### src/rtl/uart_tx_if.sv
// Byte hand-off into the UART transmitter: upstream drives valid/data, the transmitter answers with ready.
// Ready is registered; a byte presented while ready is low is simply not taken.
interface uart_tx_if #(
   parameter int DATA_BITS = 8
);
   logic                 i_data_valid;
   logic [DATA_BITS-1:0] i_data;
   logic                 o_ready;

   modport master (
      output i_data_valid,
      output i_data,
      input  o_ready
   );

   modport slave (
      input  i_data_valid,
      input  i_data,
      output o_ready
   );
endinterface

### src/rtl/uart_tx.sv
// UART transmitter: start bit, DATA_BITS LSB first, optional parity, STOP_BITS stop bits; o_tx falls one edge after acceptance.
// Holds ready low for the whole frame, so upstream stalls; valid seen while busy is dropped.
module uart_tx #(
   parameter int CLK_FREQ  = 50000000,
   parameter int BAUD_RATE = 115200,
   parameter int DATA_BITS = 8,
   parameter int STOP_BITS = 1,
   parameter int PARITY    = 0
) (
   input  logic     clk,
   input  logic     n_rst,
   uart_tx_if.slave bus,
   output logic     o_tx,
   output logic     o_busy
);

   // Integer form of rounding CLK_FREQ/BAUD_RATE to the nearest whole cycle count.
   localparam int CLKS_PER_BIT = (CLK_FREQ + BAUD_RATE / 2) / BAUD_RATE;
   localparam int CNT_W        = $clog2(CLKS_PER_BIT + 1);
   localparam bit HAS_PARITY   = (PARITY == 1) || (PARITY == 2);

   localparam logic [CNT_W-1:0] CNT_LAST  = CNT_W'(CLKS_PER_BIT - 1);
   localparam logic [3:0]       DATA_LAST = 4'(DATA_BITS - 1);
   localparam logic [3:0]       STOP_LAST = 4'(STOP_BITS - 1);

   typedef enum logic [4:0] {
      S_IDLE   = 5'b00001,
      S_START  = 5'b00010,
      S_DATA   = 5'b00100,
      S_PARITY = 5'b01000,
      S_STOP   = 5'b10000
   } state_t;

   state_t               r_state;
   logic [CNT_W-1:0]     r_baud_cnt;
   logic [3:0]           r_bit_cnt;
   logic [DATA_BITS-1:0] r_shift;
   logic                 r_parity;
   logic                 r_tx;
   logic                 r_ready;

   logic w_accept;
   logic w_bit_end;
   logic w_par_calc;

   assign w_accept   = bus.i_data_valid && r_ready;
   assign w_bit_end  = (r_baud_cnt == CNT_LAST);
   assign w_par_calc = (PARITY == 1) ? ~^bus.i_data : ^bus.i_data;

   always_ff @(posedge clk or negedge n_rst) begin
      if (!n_rst) begin
         r_state    <= S_IDLE;
         r_baud_cnt <= '0;
         r_bit_cnt  <= '0;
         r_shift    <= '0;
         r_parity   <= 1'b0;
         r_tx       <= 1'b1;
         r_ready    <= 1'b1;
      end else begin
         case (r_state)
            S_IDLE: begin
               r_baud_cnt <= '0;
               r_bit_cnt  <= '0;
               r_tx       <= 1'b1;
               r_ready    <= 1'b1;
               if (w_accept) begin
                  r_shift  <= bus.i_data;
                  r_parity <= w_par_calc;
                  r_tx     <= 1'b0;
                  r_ready  <= 1'b0;
                  r_state  <= S_START;
               end
            end

            S_START: begin
               if (w_bit_end) begin
                  r_baud_cnt <= '0;
                  r_bit_cnt  <= '0;
                  r_tx       <= r_shift[0];
                  r_state    <= S_DATA;
               end else begin
                  r_baud_cnt <= r_baud_cnt + 1'b1;
               end
            end

            // o_tx is loaded with the next line level on the same edge the state advances.
            S_DATA: begin
               if (w_bit_end) begin
                  r_baud_cnt <= '0;
                  if (r_bit_cnt == DATA_LAST) begin
                     r_bit_cnt <= '0;
                     if (HAS_PARITY) begin
                        r_tx    <= r_parity;
                        r_state <= S_PARITY;
                     end else begin
                        r_tx    <= 1'b1;
                        r_state <= S_STOP;
                     end
                  end else begin
                     r_bit_cnt <= r_bit_cnt + 4'd1;
                     r_shift   <= r_shift >> 1;
                     r_tx      <= r_shift[1];
                  end
               end else begin
                  r_baud_cnt <= r_baud_cnt + 1'b1;
               end
            end

            S_PARITY: begin
               if (w_bit_end) begin
                  r_baud_cnt <= '0;
                  r_bit_cnt  <= '0;
                  r_tx       <= 1'b1;
                  r_state    <= S_STOP;
               end else begin
                  r_baud_cnt <= r_baud_cnt + 1'b1;
               end
            end

            S_STOP: begin
               r_tx <= 1'b1;
               if (w_bit_end) begin
                  r_baud_cnt <= '0;
                  if (r_bit_cnt == STOP_LAST) begin
                     r_bit_cnt <= '0;
                     r_ready   <= 1'b1;
                     r_state   <= S_IDLE;
                  end else begin
                     r_bit_cnt <= r_bit_cnt + 4'd1;
                  end
               end else begin
                  r_baud_cnt <= r_baud_cnt + 1'b1;
               end
            end

            default: begin
               r_baud_cnt <= '0;
               r_bit_cnt  <= '0;
               r_tx       <= 1'b1;
               r_ready    <= 1'b1;
               r_state    <= S_IDLE;
            end
         endcase
      end
   end

   assign bus.o_ready = r_ready;
   assign o_tx        = r_tx;
   assign o_busy      = ~r_ready;

endmodule

### src/flat_wrapper.sv
// flat-port wrapper written by rule: the top's interface ports become plain ports
module uart_tx_flat 
#(
   parameter int CLK_FREQ  = 50000000,
   parameter int BAUD_RATE = 115200,
   parameter int DATA_BITS = 8,
   parameter int STOP_BITS = 1,
   parameter int PARITY    = 0
)
  (clk, n_rst, o_tx, o_busy, bus_i_data_valid, bus_i_data, bus_o_ready);
  uart_tx_if #(.DATA_BITS(DATA_BITS)) bus_i ();
  input  logic clk;
  input  logic n_rst;
  output logic o_tx;
  output logic o_busy;
  input wire logic [$bits(bus_i.i_data_valid)-1:0] bus_i_data_valid;
  input wire logic [$bits(bus_i.i_data)-1:0] bus_i_data;
  output wire logic [$bits(bus_i.o_ready)-1:0] bus_o_ready;
  assign bus_i.i_data_valid = bus_i_data_valid;
  assign bus_i.i_data = bus_i_data;
  assign bus_o_ready = bus_i.o_ready;
  uart_tx #(.CLK_FREQ(CLK_FREQ), .BAUD_RATE(BAUD_RATE), .DATA_BITS(DATA_BITS), .STOP_BITS(STOP_BITS), .PARITY(PARITY)) u_core (.clk(clk), .n_rst(n_rst), .bus(bus_i), .o_tx(o_tx), .o_busy(o_busy));
endmodule
### config.mk
export PLATFORM = sky130hd
export DESIGN_NAME = uart_tx_flat
export DESIGN_NICKNAME = d
export VERILOG_FILES = /design/src/rtl/uart_tx_if.sv /design/src/rtl/uart_tx.sv /design/src/flat_wrapper.sv
export SDC_FILE = /design/constraint.sdc
export NUM_CORES = 1
export LEC_CHECK = 0
export ABC_AREA = 1
export ABC_CLOCK_PERIOD_IN_PS = 2800
export CAP_MARGIN = 20
export CORE_MARGIN = 4
export CORE_UTILIZATION = 59
export CTS_BUF_LIST = sky130_fd_sc_hd__clkbuf_4
export DETAILED_ROUTE_END_ITERATION = 10
export HOLD_SLACK_MARGIN = 0.05
export PLACE_DENSITY = 0.82
export SETUP_SLACK_MARGIN = 0.15
export SKIP_CTS_REPAIR_TIMING = 1
export SYNTH_ARGS = -nofsm -noshare
export SYNTH_HDL_FRONTEND = slang
export SYNTH_SLANG_ARGS = --single-unit
export TNS_END_PERCENT = 10
### constraint.sdc
create_clock -name clk -period 2.8 [get_ports clk]
set_clock_uncertainty 0.15 [all_clocks]
set_input_delay 0.42 -clock clk [delete_from_list [all_inputs] [get_ports clk]]
set_output_delay 0.42 -clock clk [all_outputs]
set_load 0.02 [all_outputs]
== Word-level counts from Yosys, hierarchy flattened ==
Cells that the tools add are included.
W data, S select, Z words.
Storage, ports and cells
  word-level logic and storage cells: 66
  flip-flop bits (word level): 28
Cells by class
  add/subtract/negate cells: 2
  multiplexer cells: 29
  equal/unequal tests: 16
  reductions and logical operators: 11
  bitwise operators: 2
Operator list (number)
  $mux W5: 7
  $pmux W5 S5: 1
  $mux W8: 3
  $mux W4: 5
  $mux W9: 2
  $ne A2 B1 Y1 const B: 8
  $pmux W8 S2: 1
  $pmux W4 S3: 1
  $add A9 B1 Y9 const B: 1
  $eq A9 B9 Y1 const B: 1
  $reduce_and A3 Y1: 3
  $mux W1: 7
  $reduce_and A7 Y1: 1
  $eq A5 B1 Y1 const B: 1
  $eq A5 B2 Y1 const B: 1
  $eq A5 B3 Y1 const B: 1
  $eq A5 B4 Y1 const B: 1
  $eq A5 B5 Y1 const B: 1
  $add A4 B1 Y4 const B: 1
  $eq A4 B3 Y1 const B: 1
  $logic_not A4 Y1: 1
  $pmux W1 S4: 1
  $reduce_and A4 Y1: 1
  $reduce_or A4 Y1: 1
  other kinds (7): 8

== Longest topological paths before layout ==
  depth after elaboration: 4
  depth in mapped cells: 11
  gate-level depth less buffers: 11

== Worst setup path before layout ==
No wires, ideal clock.
  path type: register to register
  start: register u_core.r_baud_cnt[1]
  end: register u_core.r_state[2]
  setup time: 0.117 ns
  cell stages (with the launch flop): 12
  setup slack: 1.301 ns
  arrival: 1.232 ns
  required time: 2.533 ns
  cell sequence: dfrtp_1 -> inv_1 -> ha_1 -> nand2_1 -> nor2_1 -> nand2_2 -> nand2_1 -> inv_1 -> nor2_1 -> nand2_1 -> nand2_1 -> nand2_1
Between the ends
  word-level cells in the longest chain between the ends: 3
RTL lines
  start: declaration: RTL line uart_tx.sv:35  | logic [CNT_W-1:0] r_baud_cnt;
  start signal: assignment: RTL line uart_tx.sv:82  | r_baud_cnt <= r_baud_cnt + 1'b1;
  start signal: assignment: RTL line uart_tx.sv:105  | r_baud_cnt <= r_baud_cnt + 1'b1;
  start signal: assignment: RTL line uart_tx.sv:116  | r_baud_cnt <= r_baud_cnt + 1'b1;
  $eq A9 B9 Y1 *: RTL line uart_tx.sv:47  | assign w_bit_end = (r_baud_cnt == CNT_LAST);
  $ne A2 B1 Y1 (no line)
  $reduce_and A7 Y1 (no line) *
  end signal: assignment: RTL line uart_tx.sv:52  | r_state <= S_IDLE;
  end signal: assignment: RTL line uart_tx.sv:71  | r_state <= S_START;
  end signal: assignment: RTL line uart_tx.sv:80  | r_state <= S_DATA;
  end: declaration: RTL line uart_tx.sv:34  | state_t r_state;
Every way passes the cells marked *; elsewhere a longest branch is shown, timed or not.
A chain may end at the register's enable or synchronous reset.

== Final worst setup path ==
  start: register u_core.r_ready, in the netlist u_core.bus.o_ready
  end: output port bus_o_ready
RTL lines
  start: declaration: RTL line uart_tx.sv:40  | logic r_ready;
  start signal: assignment: RTL line uart_tx.sv:58  | r_ready <= 1'b1;
  start signal: assignment: RTL line uart_tx.sv:65  | r_ready <= 1'b1;
  start signal: assignment: RTL line uart_tx.sv:70  | r_ready <= 1'b0;
  end: declaration: RTL line flat_wrapper.sv:18  | output wire logic [$bits(bus_i.o_ready)-1:0] bus_o_ready;
No word-level cell between the ends.

==> impl_metrics.ini <==
[critical_path]
crit_chain = clkdlybuf4s50_1
slowest_stage = clkdlybuf4s50_1
critPathTopFamily = buffers and inverters
worst-path-buf-inv = 1
worstReg2RegEnd = u_core.r_shift[3]
crit_path_max_fanout = 4
crit_required_ns = 2.23
r2r_cells = 7
arrival_ns = 1.50
worst-setup-path-type = reg -> out
crit_path_end_kind = output port
slowest_delay_ns = 0.61
start_kind = flop
worst-r2r-setup-slack_ns = 0.83
r2r-start = u_core.r_state[0]

[route]
vias_per_cell = 5.232
routed_wl_mm = 2.975
drt_iter0_drc = 53
dr.pass1.iters = 4
antenna_left = 0
route.detailed.drc = 0
routedWlPerCell_um = 11.71
vias = 1329

[global_routing]
grt_first_pass_wirelength_mm = 5.354
grt_max_degree = 16
gr-total-overflow = 0
antenna_found_initial = 0
grt.total_usage_pct = 20.08
grt_pass1_vias = 1338

[worst_hold_path]
hold_path.class = in -> async

[final_layout]
n_antenna_cell = 0
n_fill_cell = 217
final_cell_mix = nand2_1, dfrtp_1, inv_1, nor2_1, nand3_1
final_common_cell = nand2_1
design_area_sq_mm = 0.001699
drive_above_1_share_pct = 9.821
synthToLayoutAreaGrowth_pct = 11.68
num-nets-final = 240

[power_and_ir_drop]
power.density_mw_per_mm2 = 743.3
p_leak_nw = 0.8833
vdd_ir_drop_max_mv = 0.5948

[die]
core-area_sq_mm = 0.002477
pin_count = 14
initial_core_util_pct = 61.41
die_w_um = 58.78
num_rows = 18
die_h_um = 58.78
die-area_sq_mm = 0.003455

[synth]
synth-seq-cells = 27
synth_top_family_by_area = simple AND/OR/NAND/NOR gates
synthXorXnorAreaFrac_pct = 0.5757
synth_compound_area_share_pct = 6.990
synth_cells = 209
syn_nets = 224
synth.mux.area_fraction_pct = 0
yosys_warnings = 0
avgSynthCellArea_sq_um = 7.280
ys_types = 20
synth_fa_ha_area_share_pct = 3.289
yosys.area_share.simple_pct = 36.51
seq_area_frac_synth_pct = 44.65
syn_area_sq_mm = 0.001521

[timing]
rsz0062_at_grt = false
relSlewSlack_pct = 59.28
post-route-period-util_pct = 74.01
fmax_mhz = 482.6
hold_viol_final = 0
post-route-min-period_ns = 2.072
setup_violations = 0
setup_tns_ns = 0
tightestPinTransition_ns = 0.6089
final_max_slew_viol_count = 0

[run_status]
status = finished clean

[placement]
io_buffer_count = 13
hpwl_mm = 2.327
place_area_sq_mm = 0.001669
place.gp.congestion = 0.8023

[cts]
numClockSinks = 27
cts_made_buffers = 3
tritoncts = yes
clock_latency_ns = 0.31
root_buffer = clkbuf_4
ctsLongestPathBuffers = 2
htree_levels = 1
clk_pin_slew_ns = 0.14

[run]
max_cap_violations = 0
registers in the layout, indices dropped and copies added (netlist names):
signal              cells
u_core.r_baud_cnt       9
u_core.r_state          4
u_core.bus.o_ready      1
u_core.r_shift          8
u_core.o_tx             1
u_core.r_bit_cnt        4
cell families (layout without fill, tap and decap cells):
group	count (synthesis)	after routing
DFF	27	27
AOI/OAI and AO/OA	19	19
buffers and inverters	28	43
and+or+nand+nor	130	130
adders and majority gates	4	4
xor gates and xnor gates	1	1
how the worst max path moves through the flow:
stage	slack, ns	from	cells past startpoint	endpoint
floorplan	1.30	u_core.r_baud_cnt[1]	11	u_core.r_state[2]
global route	0.64	u_core.r_state[0]	7	u_core.r_shift[3]
global placement	0.88	bus_i_data_valid	8	u_core.r_shift[7]
finish	0.73	u_core.bus.o_ready	1	bus_o_ready
detailed placement	0.81	bus_i_data_valid	8	u_core.r_shift[4]
CTS	0.71	u_core.bus.o_ready	1	bus_o_ready
through the flow:
| stage | cells | utilization, % | setup WS [ns] | hold slack, ns | power (mW) |
|---|---|---|---|---|---|
| 3_3_place_gp | 250 | 67.37 | 0.8822 | 0.3066 | 1.069 |
| 2_1_floorplan | 209 | - | 1.301 | -0.02559 | 0.9656 |
| 4_1_cts | 254 | 68.59 | 0.7113 | 0.3214 | 1.274 |
| 3_5_place_dp | 250 | 67.37 | 0.8053 | 0.3145 | 1.097 |
| 5_1_grt | 254 | 68.59 | 0.6393 | 0.3388 | 1.389 |
| 6_report | 254 | 68.59 | 0.7278 | 0.3175 | 1.263 |
power breakdown:
part           total, mW  switching, mW  internal [mW]
Sequential         0.562         0.0621          0.500
Clock              0.173          0.108         0.0653
Combinational      0.527          0.344          0.183
area by class of cell:
type / count / area [sq um] / area share, %
multi-input cells: 154 / 720.7 / 42.42
flip-flops and latches: 27 / 679.4 / 39.99
repair buffers: 14 / 137.6 / 8.100
inverters: 25 / 93.84 / 5.523
well taps: 30 / 37.54 / 2.209
clock buffers: 4 / 30.03 / 1.767
worst reg2reg max path: cells and delay by family, from the launching register on:
family	cells	cell delay, ns
AO/OA/AOI/OAI	1	0.36
AND/OR/NAND/NOR	5	0.62
buffers and inverters	1	0.18
flip-flops	1	0.58
cells in the mapped netlist (all sizes together):
library cell / instances / area [sq um]
nand2: 81 / 321.6
inv: 25 / 93.84
dfrtp: 24 / 600.6
nor2: 24 / 95.09
nand3: 19 / 100.1
o21ai: 10 / 50.05
a21oi: 9 / 56.31
ha: 4 / 50.05
buf: 3 / 27.52
dfstp: 3 / 78.83
nand3b: 3 / 22.52
nor3: 2 / 10.01
nand4: 1 / 6.260
xor2: 1 / 8.760
routing by layer:
layer	share of wire (%)	vias to the layer above	global-route usage, %
met5	0	-	0
met4	1.4	0	11.97
met3	3.6	4	1.974
met2	49	28	33.12
met1	46	616	25.35
li1	-	681	-
Note: power is estimated with default switching activity, not from simulation.
